==> src/rtl/cdb_wb_if.sv <==
// Completion-side and CDB-side signal bundle of the write-back arbiter.
interface cdb_wb_if #(
   parameter int NUM_SRC   = 3,
   parameter int PRF_IDX_W = 6,
   parameter int ROB_IDX_W = 5
);
   logic [NUM_SRC-1:0]           src_vld_i;
   logic [NUM_SRC*PRF_IDX_W-1:0] src_tag_i;
   logic [NUM_SRC*64-1:0]        src_value_i;
   logic [NUM_SRC*ROB_IDX_W-1:0] src_rob_i;
   logic [NUM_SRC-1:0]           src_rdy_o;
   logic                         cdb_vld_o;
   logic [PRF_IDX_W-1:0]         cdb_tag_o;
   logic [63:0]                  cdb_value_o;
   logic                         rob_done_o;
   logic [ROB_IDX_W-1:0]         rob_idx_o;

   modport master (
      output src_vld_i, src_tag_i, src_value_i, src_rob_i,
      input  src_rdy_o, cdb_vld_o, cdb_tag_o, cdb_value_o, rob_done_o, rob_idx_o
   );

   modport slave (
      input  src_vld_i, src_tag_i, src_value_i, src_rob_i,
      output src_rdy_o, cdb_vld_o, cdb_tag_o, cdb_value_o, rob_done_o, rob_idx_o
   );
endinterface

==> src/rtl/cdb_wb_arbiter.sv <==
// Write-back arbiter: one small FIFO per completion source, round-robin pick of
// a FIFO head each cycle, registered drive of the CDB / PRF write / ROB done.
module cdb_wb_arbiter #(
   parameter int NUM_SRC   = 3,
   parameter int Q_DEPTH   = 2,
   parameter int PRF_IDX_W = 6,
   parameter int ROB_IDX_W = 5,
   parameter int ZERO_TAG  = 0
) (
   input  logic     clk,
   input  logic     rst,
   input  logic     flush_i,
   cdb_wb_if.slave  bus
);
   localparam int PTR_W = $clog2(Q_DEPTH);
   localparam int CNT_W = $clog2(Q_DEPTH + 1);
   localparam int RR_W  = $clog2(NUM_SRC);
   localparam logic [PRF_IDX_W-1:0] ZTAG = PRF_IDX_W'(ZERO_TAG);

   typedef struct packed {
      logic [PRF_IDX_W-1:0] tag;
      logic [ROB_IDX_W-1:0] rob;
      logic [63:0]          value;
   } entry_t;

   typedef struct packed {
      logic                 vld;
      logic [PRF_IDX_W-1:0] tag;
      logic [63:0]          value;
      logic                 done;
      logic [ROB_IDX_W-1:0] idx;
   } out_t;

   localparam out_t OUT_IDLE = '{vld: 1'b0, tag: ZTAG, value: '0, done: 1'b0, idx: '0};

   entry_t           mem_q   [NUM_SRC][Q_DEPTH];
   logic [PTR_W-1:0] head_q  [NUM_SRC];
   logic [PTR_W-1:0] head_d  [NUM_SRC];
   logic [PTR_W-1:0] tail_q  [NUM_SRC];
   logic [PTR_W-1:0] tail_d  [NUM_SRC];
   logic [CNT_W-1:0] count_q [NUM_SRC];
   logic [CNT_W-1:0] count_d [NUM_SRC];
   logic [RR_W-1:0]  rr_ptr_q, rr_ptr_d;
   out_t             out_q, out_d;

   entry_t           in_ent [NUM_SRC];
   entry_t           head_ent;
   logic [NUM_SRC-1:0] rdy, push, pop;
   logic             grant_vld;
   logic [RR_W-1:0]  grant_idx, cand;

   // Ready depends on occupancy only, so a full FIFO popping this cycle stays not-ready.
   always_comb begin
      for (int k = 0; k < NUM_SRC; k++) begin
         in_ent[k].tag   = bus.src_tag_i[k*PRF_IDX_W +: PRF_IDX_W];
         in_ent[k].rob   = bus.src_rob_i[k*ROB_IDX_W +: ROB_IDX_W];
         in_ent[k].value = bus.src_value_i[k*64 +: 64];
         rdy[k]  = count_q[k] < CNT_W'(Q_DEPTH);
         push[k] = bus.src_vld_i[k] && rdy[k] && !flush_i;
      end
   end

   // NOTE: every always_comb output gets a default before any condition, so no latch is inferred.
   always_comb begin
      grant_vld = 1'b0;
      grant_idx = '0;
      cand      = '0;
      for (int i = 0; i < NUM_SRC; i++) begin
         cand = RR_W'((int'(rr_ptr_q) + i) % NUM_SRC);
         if (!grant_vld && count_q[cand] != '0) begin
            grant_vld = 1'b1;
            grant_idx = cand;
         end
      end
   end

   assign head_ent = mem_q[grant_idx][head_q[grant_idx]];

   always_comb begin
      for (int k = 0; k < NUM_SRC; k++) begin
         pop[k]     = grant_vld && (grant_idx == RR_W'(k));
         head_d[k]  = pop[k]  ? head_q[k] + 1'b1 : head_q[k];
         tail_d[k]  = push[k] ? tail_q[k] + 1'b1 : tail_q[k];
         count_d[k] = count_q[k] + CNT_W'(push[k]) - CNT_W'(pop[k]);
      end
      rr_ptr_d = rr_ptr_q;
      if (grant_vld) begin
         rr_ptr_d = (grant_idx == RR_W'(NUM_SRC - 1)) ? '0 : grant_idx + 1'b1;
      end

      // A no-destination entry still completes in the ROB but never broadcasts.
      out_d = OUT_IDLE;
      if (grant_vld) begin
         out_d.done = 1'b1;
         out_d.idx  = head_ent.rob;
         if (head_ent.tag != ZTAG) begin
            out_d.vld   = 1'b1;
            out_d.tag   = head_ent.tag;
            out_d.value = head_ent.value;
         end
      end

      if (flush_i) begin
         for (int k = 0; k < NUM_SRC; k++) begin
            head_d[k]  = '0;
            tail_d[k]  = '0;
            count_d[k] = '0;
         end
         rr_ptr_d = '0;
         out_d    = OUT_IDLE;
      end
   end

   // NOTE: sequential state is written with non-blocking assignments only.
   always_ff @(posedge clk or negedge rst) begin
      if (!rst) begin
         for (int k = 0; k < NUM_SRC; k++) begin
            head_q[k]  <= '0;
            tail_q[k]  <= '0;
            count_q[k] <= '0;
         end
         rr_ptr_q <= '0;
         out_q    <= OUT_IDLE;
      end else begin
         for (int k = 0; k < NUM_SRC; k++) begin
            head_q[k]  <= head_d[k];
            tail_q[k]  <= tail_d[k];
            count_q[k] <= count_d[k];
         end
         rr_ptr_q <= rr_ptr_d;
         out_q    <= out_d;
      end
   end

   // NOTE: FIFO storage has no reset; an entry is only read once count says it was written.
   always_ff @(posedge clk) begin
      for (int k = 0; k < NUM_SRC; k++) begin
         if (push[k]) mem_q[k][tail_q[k]] <= in_ent[k];
      end
   end

   assign bus.src_rdy_o   = rdy;
   assign bus.cdb_vld_o   = out_q.vld;
   assign bus.cdb_tag_o   = out_q.tag;
   assign bus.cdb_value_o = out_q.value;
   assign bus.rob_done_o  = out_q.done;
   assign bus.rob_idx_o   = out_q.idx;
endmodule

==> src/flat_wrapper.sv <==
// flat-port wrapper written by rule: the top's interface ports become plain ports
module cdb_wb_arbiter_flat 
#(
   parameter int NUM_SRC   = 3,
   parameter int Q_DEPTH   = 2,
   parameter int PRF_IDX_W = 6,
   parameter int ROB_IDX_W = 5,
   parameter int ZERO_TAG  = 0
)
  (clk, rst, flush_i, bus_src_vld_i, bus_src_tag_i, bus_src_value_i, bus_src_rob_i, bus_src_rdy_o, bus_cdb_vld_o, bus_cdb_tag_o, bus_cdb_value_o, bus_rob_done_o, bus_rob_idx_o);
  cdb_wb_if #(.NUM_SRC(NUM_SRC), .PRF_IDX_W(PRF_IDX_W), .ROB_IDX_W(ROB_IDX_W)) bus_i ();
  input  logic clk;
  input  logic rst;
  input  logic flush_i;
  input wire logic [$bits(bus_i.src_vld_i)-1:0] bus_src_vld_i;
  input wire logic [$bits(bus_i.src_tag_i)-1:0] bus_src_tag_i;
  input wire logic [$bits(bus_i.src_value_i)-1:0] bus_src_value_i;
  input wire logic [$bits(bus_i.src_rob_i)-1:0] bus_src_rob_i;
  output wire logic [$bits(bus_i.src_rdy_o)-1:0] bus_src_rdy_o;
  output wire logic [$bits(bus_i.cdb_vld_o)-1:0] bus_cdb_vld_o;
  output wire logic [$bits(bus_i.cdb_tag_o)-1:0] bus_cdb_tag_o;
  output wire logic [$bits(bus_i.cdb_value_o)-1:0] bus_cdb_value_o;
  output wire logic [$bits(bus_i.rob_done_o)-1:0] bus_rob_done_o;
  output wire logic [$bits(bus_i.rob_idx_o)-1:0] bus_rob_idx_o;
  assign bus_i.src_vld_i = bus_src_vld_i;
  assign bus_i.src_tag_i = bus_src_tag_i;
  assign bus_i.src_value_i = bus_src_value_i;
  assign bus_i.src_rob_i = bus_src_rob_i;
  assign bus_src_rdy_o = bus_i.src_rdy_o;
  assign bus_cdb_vld_o = bus_i.cdb_vld_o;
  assign bus_cdb_tag_o = bus_i.cdb_tag_o;
  assign bus_cdb_value_o = bus_i.cdb_value_o;
  assign bus_rob_done_o = bus_i.rob_done_o;
  assign bus_rob_idx_o = bus_i.rob_idx_o;
  cdb_wb_arbiter #(.NUM_SRC(NUM_SRC), .Q_DEPTH(Q_DEPTH), .PRF_IDX_W(PRF_IDX_W), .ROB_IDX_W(ROB_IDX_W), .ZERO_TAG(ZERO_TAG)) u_core (.clk(clk), .rst(rst), .flush_i(flush_i), .bus(bus_i));
endmodule
==> config.mk <==
export PLATFORM = sky130hd
export DESIGN_NAME = cdb_wb_arbiter_flat
export DESIGN_NICKNAME = d
export VERILOG_FILES = /design/src/rtl/cdb_wb_if.sv /design/src/rtl/cdb_wb_arbiter.sv /design/src/flat_wrapper.sv
export SDC_FILE = /design/constraint.sdc
export NUM_CORES = 1
export LEC_CHECK = 0
export BUFFER_PORTS_ARGS = -buffer_cell sky130_fd_sc_hd__buf_2
export CORE_MARGIN = 2
export CORE_UTILIZATION = 57
export CTS_CLUSTER_SIZE = 20
export DETAILED_ROUTE_END_ITERATION = 16
export PLACE_DENSITY = 0.81
export REMOVE_ABC_BUFFERS = 1
export SLEW_MARGIN = 30
export SYNTH_ARGS = -nofsm -noshare
export SYNTH_HDL_FRONTEND = slang
export SYNTH_SLANG_ARGS = --single-unit
==> constraint.sdc <==
create_clock -name clk -period 5.95 [get_ports clk]
set_input_delay 1.785 -clock clk [delete_from_list [all_inputs] [get_ports clk]]
set_output_delay 1.785 -clock clk [all_outputs]
set_load 0.005 [all_outputs]
==> impl_metrics.csv <==
group,metric,value,unit
timing,fin_crit,5220,ps
status,status,"finished clean",
synth,async_reset_ff_share,16.8,%
critical_path,arrival,5630,ps
routing,drc,0,
critical_path,critical_path.most_common_cell,"buf_4",
synth,synthMuxAreaShare,1.03,%
power,power.density,510,mW/mm^2
die,core-area,0.0363,sq mm
synth,synth-warning-count,0,
critical_path,crit_chain,"inv_1, ha_1, a2bb2oi_1, o21ai_0, o22ai_2, mux2i_1, o2bb2ai_4, buf_4, nand3_1, a211oi_4, buf_4, a31oi_1",
timing,rsz0062_at_grt,"no",
synth,synth-seq-area-share,75.8,%
critical_path,max_stage_delay,770,ps
synth,synth_top_area_share,64.9,%
global_route,grt_pass1_vias,14200,
die,initial_core_util,57.4,%
timing,hold_ws,590,ps
timing,maxSlewHeadroom,36.2,%
synth,synth_area_leader_cell,"edfxtp_1",
global_route,grt_pass1_wl,81500,um
timing,setup_viol,0,
finish,stdcell_count,2293,
critical_path,startpoint,"u_core.rr_ptr_q[0]",
critical_path,worstSetupPathType,"flop to flop",
critical_path,r2r_start,"u_core.rr_ptr_q[0]",
placement,dpl.cell_count,2181,
synth,synth-compound-area-share,10.7,%
finish,fin_nets,2011,
timing,setup_tns,0,ps
clock_tree,insertion_delay,600,ps
critical_path,cp_top_family,"compound AO/OA/AOI/OAI gates",
synth,ys_ff_latch,541,
clock_tree,numClockSinks,541,
synth,synth_xor_area_share,0.505,%
synth,synth_area_leaders,"edfxtp_1 (65%), dfrtp_1 (11%), a311oi_1 (5.4%)",
synth,synthAdderAreaFrac,0.649,%
finish,area_growth,18.1,%
placement,portBuffers,310,
flow_run,maxCapViolations,0,
critical_path,cp.required,6360,ps
routing,first_pass_iters,5,
timing,maxSlewViolCount,0,
synth,synth_edf_count,450,
die,dieHeight,195,um
synth,yosys.area_share.simple,8.80,%
critical_path,critical_path.startpoint_type,"flop",
clock_tree,post_cts_buffers,0,
die,die_area,0.0381,sq mm
routing,drt-wirelength-per-cell,23.8,um
clock_tree,cts_resized,0,
power,p_leak,0.00935,uW
finish,drive_gt1_share,24.1,%
clock_tree,cts.path.max_buffers,3,
clock_tree,ctsHoldBuffers,0,
timing,skew,21.6,ps
synth,synthesis.area_per_instance,14.0,sq um
global_route,grt_start_max_net_pins,139,
synth,synth-main-ff-cell,"edfxtp_1",
synth,synth_cell_types,45,
timing,hold_violations,0,
routing,ant_nets,0,
clock_tree,numCtsBuffers,53,
die,dieWidth,195,um
timing,fmax,192,MHz
timing,worst_slew_pin_slew,957,ps
die,rows,70,
global_route,overflow,0,
critical_path,critical_path_buf_inv_count,3,
global_route,grt_use_total,28.7,%
placement,placed_cell_area,0.0229,sq mm
worst_hold_path,worstHoldStart,"u_core.mem_q[2][139]",
global_route,antenna_found_initial,12,
routing,via_count,14000,
clock_tree,cts_tree,"done",
critical_path,crit_fanout,65,
timing,period_share,87.7,%
critical_path,endpoint_kind,"flop",
routing,vias_per_cell,6.10,
routing,dr.first_iter.drc_count,1425,
die,num_io_pins,311,
placement,place_congestion,0.895,
clock_tree,htree_levels,2,
power,finalPower,12500,uW
placement,dp_hpwl,31000,um
critical_path,worst_path_max_delay_cell,"buf_4",
routing,routed_wl,54600,um
synth,syn-instance-count,1485,
worst_hold_path,hold_path.class,"flop to flop",
finish,final_cell_area,0.0246,sq mm
clock_tree,clk_pin_slew_worst_paths,60,ps
synth,synthesis.area,0.0208,sq mm
clock_tree,clock-root-buffer,"clkbuf_16",
power,peakVddDrop,0.000458,V
synth,synth_top_family_by_area,"compound AO/OA/AOI/OAI gates",
-- layout make-up --
class / count / area, sq um
Timing Repair Buffer: 340 / 1860
Sequential cell: 541 / 15800
Tap cell: 468 / 586
Clock inverter: 7 / 50.0
Fill cell: 2489 / 11700
Inverter: 12 / 47.5
Antenna cell: 12 / 30.0
Multi-Input combinational cell: 822 / 4640
Clock buffer: 91 / 1600
-- synthesized netlist by cell type, types with 3 or more instances --
master and number:
nor2_1 154, edfxtp_1 450, o2bb2ai_1 3, nand2_1 278
ha_1 10, a21oi_1 12, a311oi_1 128, a31oi_1 69
o21ai_0 74, nor2b_1 12, o211ai_1 10, mux2i_1 17
and2_1 5, inv_1 12, mux2_2 4, buf_2 26
buf_4 6, nand3_1 12, clkbuf_1 76, xnor2_1 12
dfrtp_1 91
-- layout by cell type (no fill, tap or decap), types with 15 or more instances in the layout --
cell       count
a311oi_1     128
a31oi_1       69
buf_2        309
buf_4         24
clkbuf_1      26
clkbuf_16     54
dfrtp_1       91
edfxtp_1     450
mux2i_1       15
nand2_1      278
nor2_1       152
o21ai_0       73
-- per-stage QoR --
stage                     util, %  worst slack (ps)
after floorplan                 -             -5460
after CTS                    67.6               865
after detailed placement     63.1               957
final                        67.9               731
after global placement       63.0              1270
after global routing         67.8               448
-- kinds of logic (layout without fill, tap and decap cells) --
logic type,Yosys count,count (layout)
flip-flops,541,541
AND/OR/NAND/NOR,468,468
AO/OA/AOI/OAI,310,310
buffers and inverters,122,450
multiplexers,21,21
XOR/XNOR,12,12
adder cells (fa/ha/maj),11,11
other,0,12
-- per-layer routing --
layer | vias to the layer above | wire length (um) | track usage (%)
li1 | 6157 | - | -
met1 | 6931 | 21100 | 38.7
met2 | 780 | 26400 | 46.4
met3 | 120 | 5160 | 5.34
met4 | 2 | 1930 | 12.4
met5 | - | 13 | 0
-- power by group --
part	internal [uW]	switching (uW)	leakage (uW)
clock network	1820	1360	0.000806
logic	1430	3220	0.00321
registers	4560	162	0.00534
-- worst paths after layout --
check	endpoint	slack (ps)	cells after the start
min in group asynchronous	u_core.bus.rob_idx_o[1]	1240	1
min	u_core.bus.rob_idx_o[0]	590	2
max	u_core.bus.cdb_value_o[0]	730	12
max reg2reg	u_core.bus.cdb_value_o[0]	730	12
min reg2reg	u_core.bus.rob_idx_o[0]	590	2
max in group asynchronous	u_core.bus.cdb_value_o[34]	3510	2
-- flip-flops by register name, indices dropped and copies added, names as in the netlist --
name,flops
u_core.tail_q,3
u_core.bus.rob_done_o,1
u_core.rr_ptr_q,2
u_core.bus.cdb_tag_o,6
u_core.head_q,3
u_core.bus.cdb_vld_o,1
u_core.mem_q,450
u_core.count_q,6
u_core.bus.rob_idx_o,5
u_core.bus.cdb_value_o,64
-- worst register-to-register path: cells and delay by family, from the launching register on --
family                   cells  cell delay [ps]
AO/OA/AOI/OAI                6             2260
AND/OR/NAND/NOR              1              220
buffers and inverters        3             1370
flip-flops                   1              410
multiplexers                 1              360
adder cells (fa/ha/maj)      1              420
No activity file was read; power rests on OpenSTA's default activity.
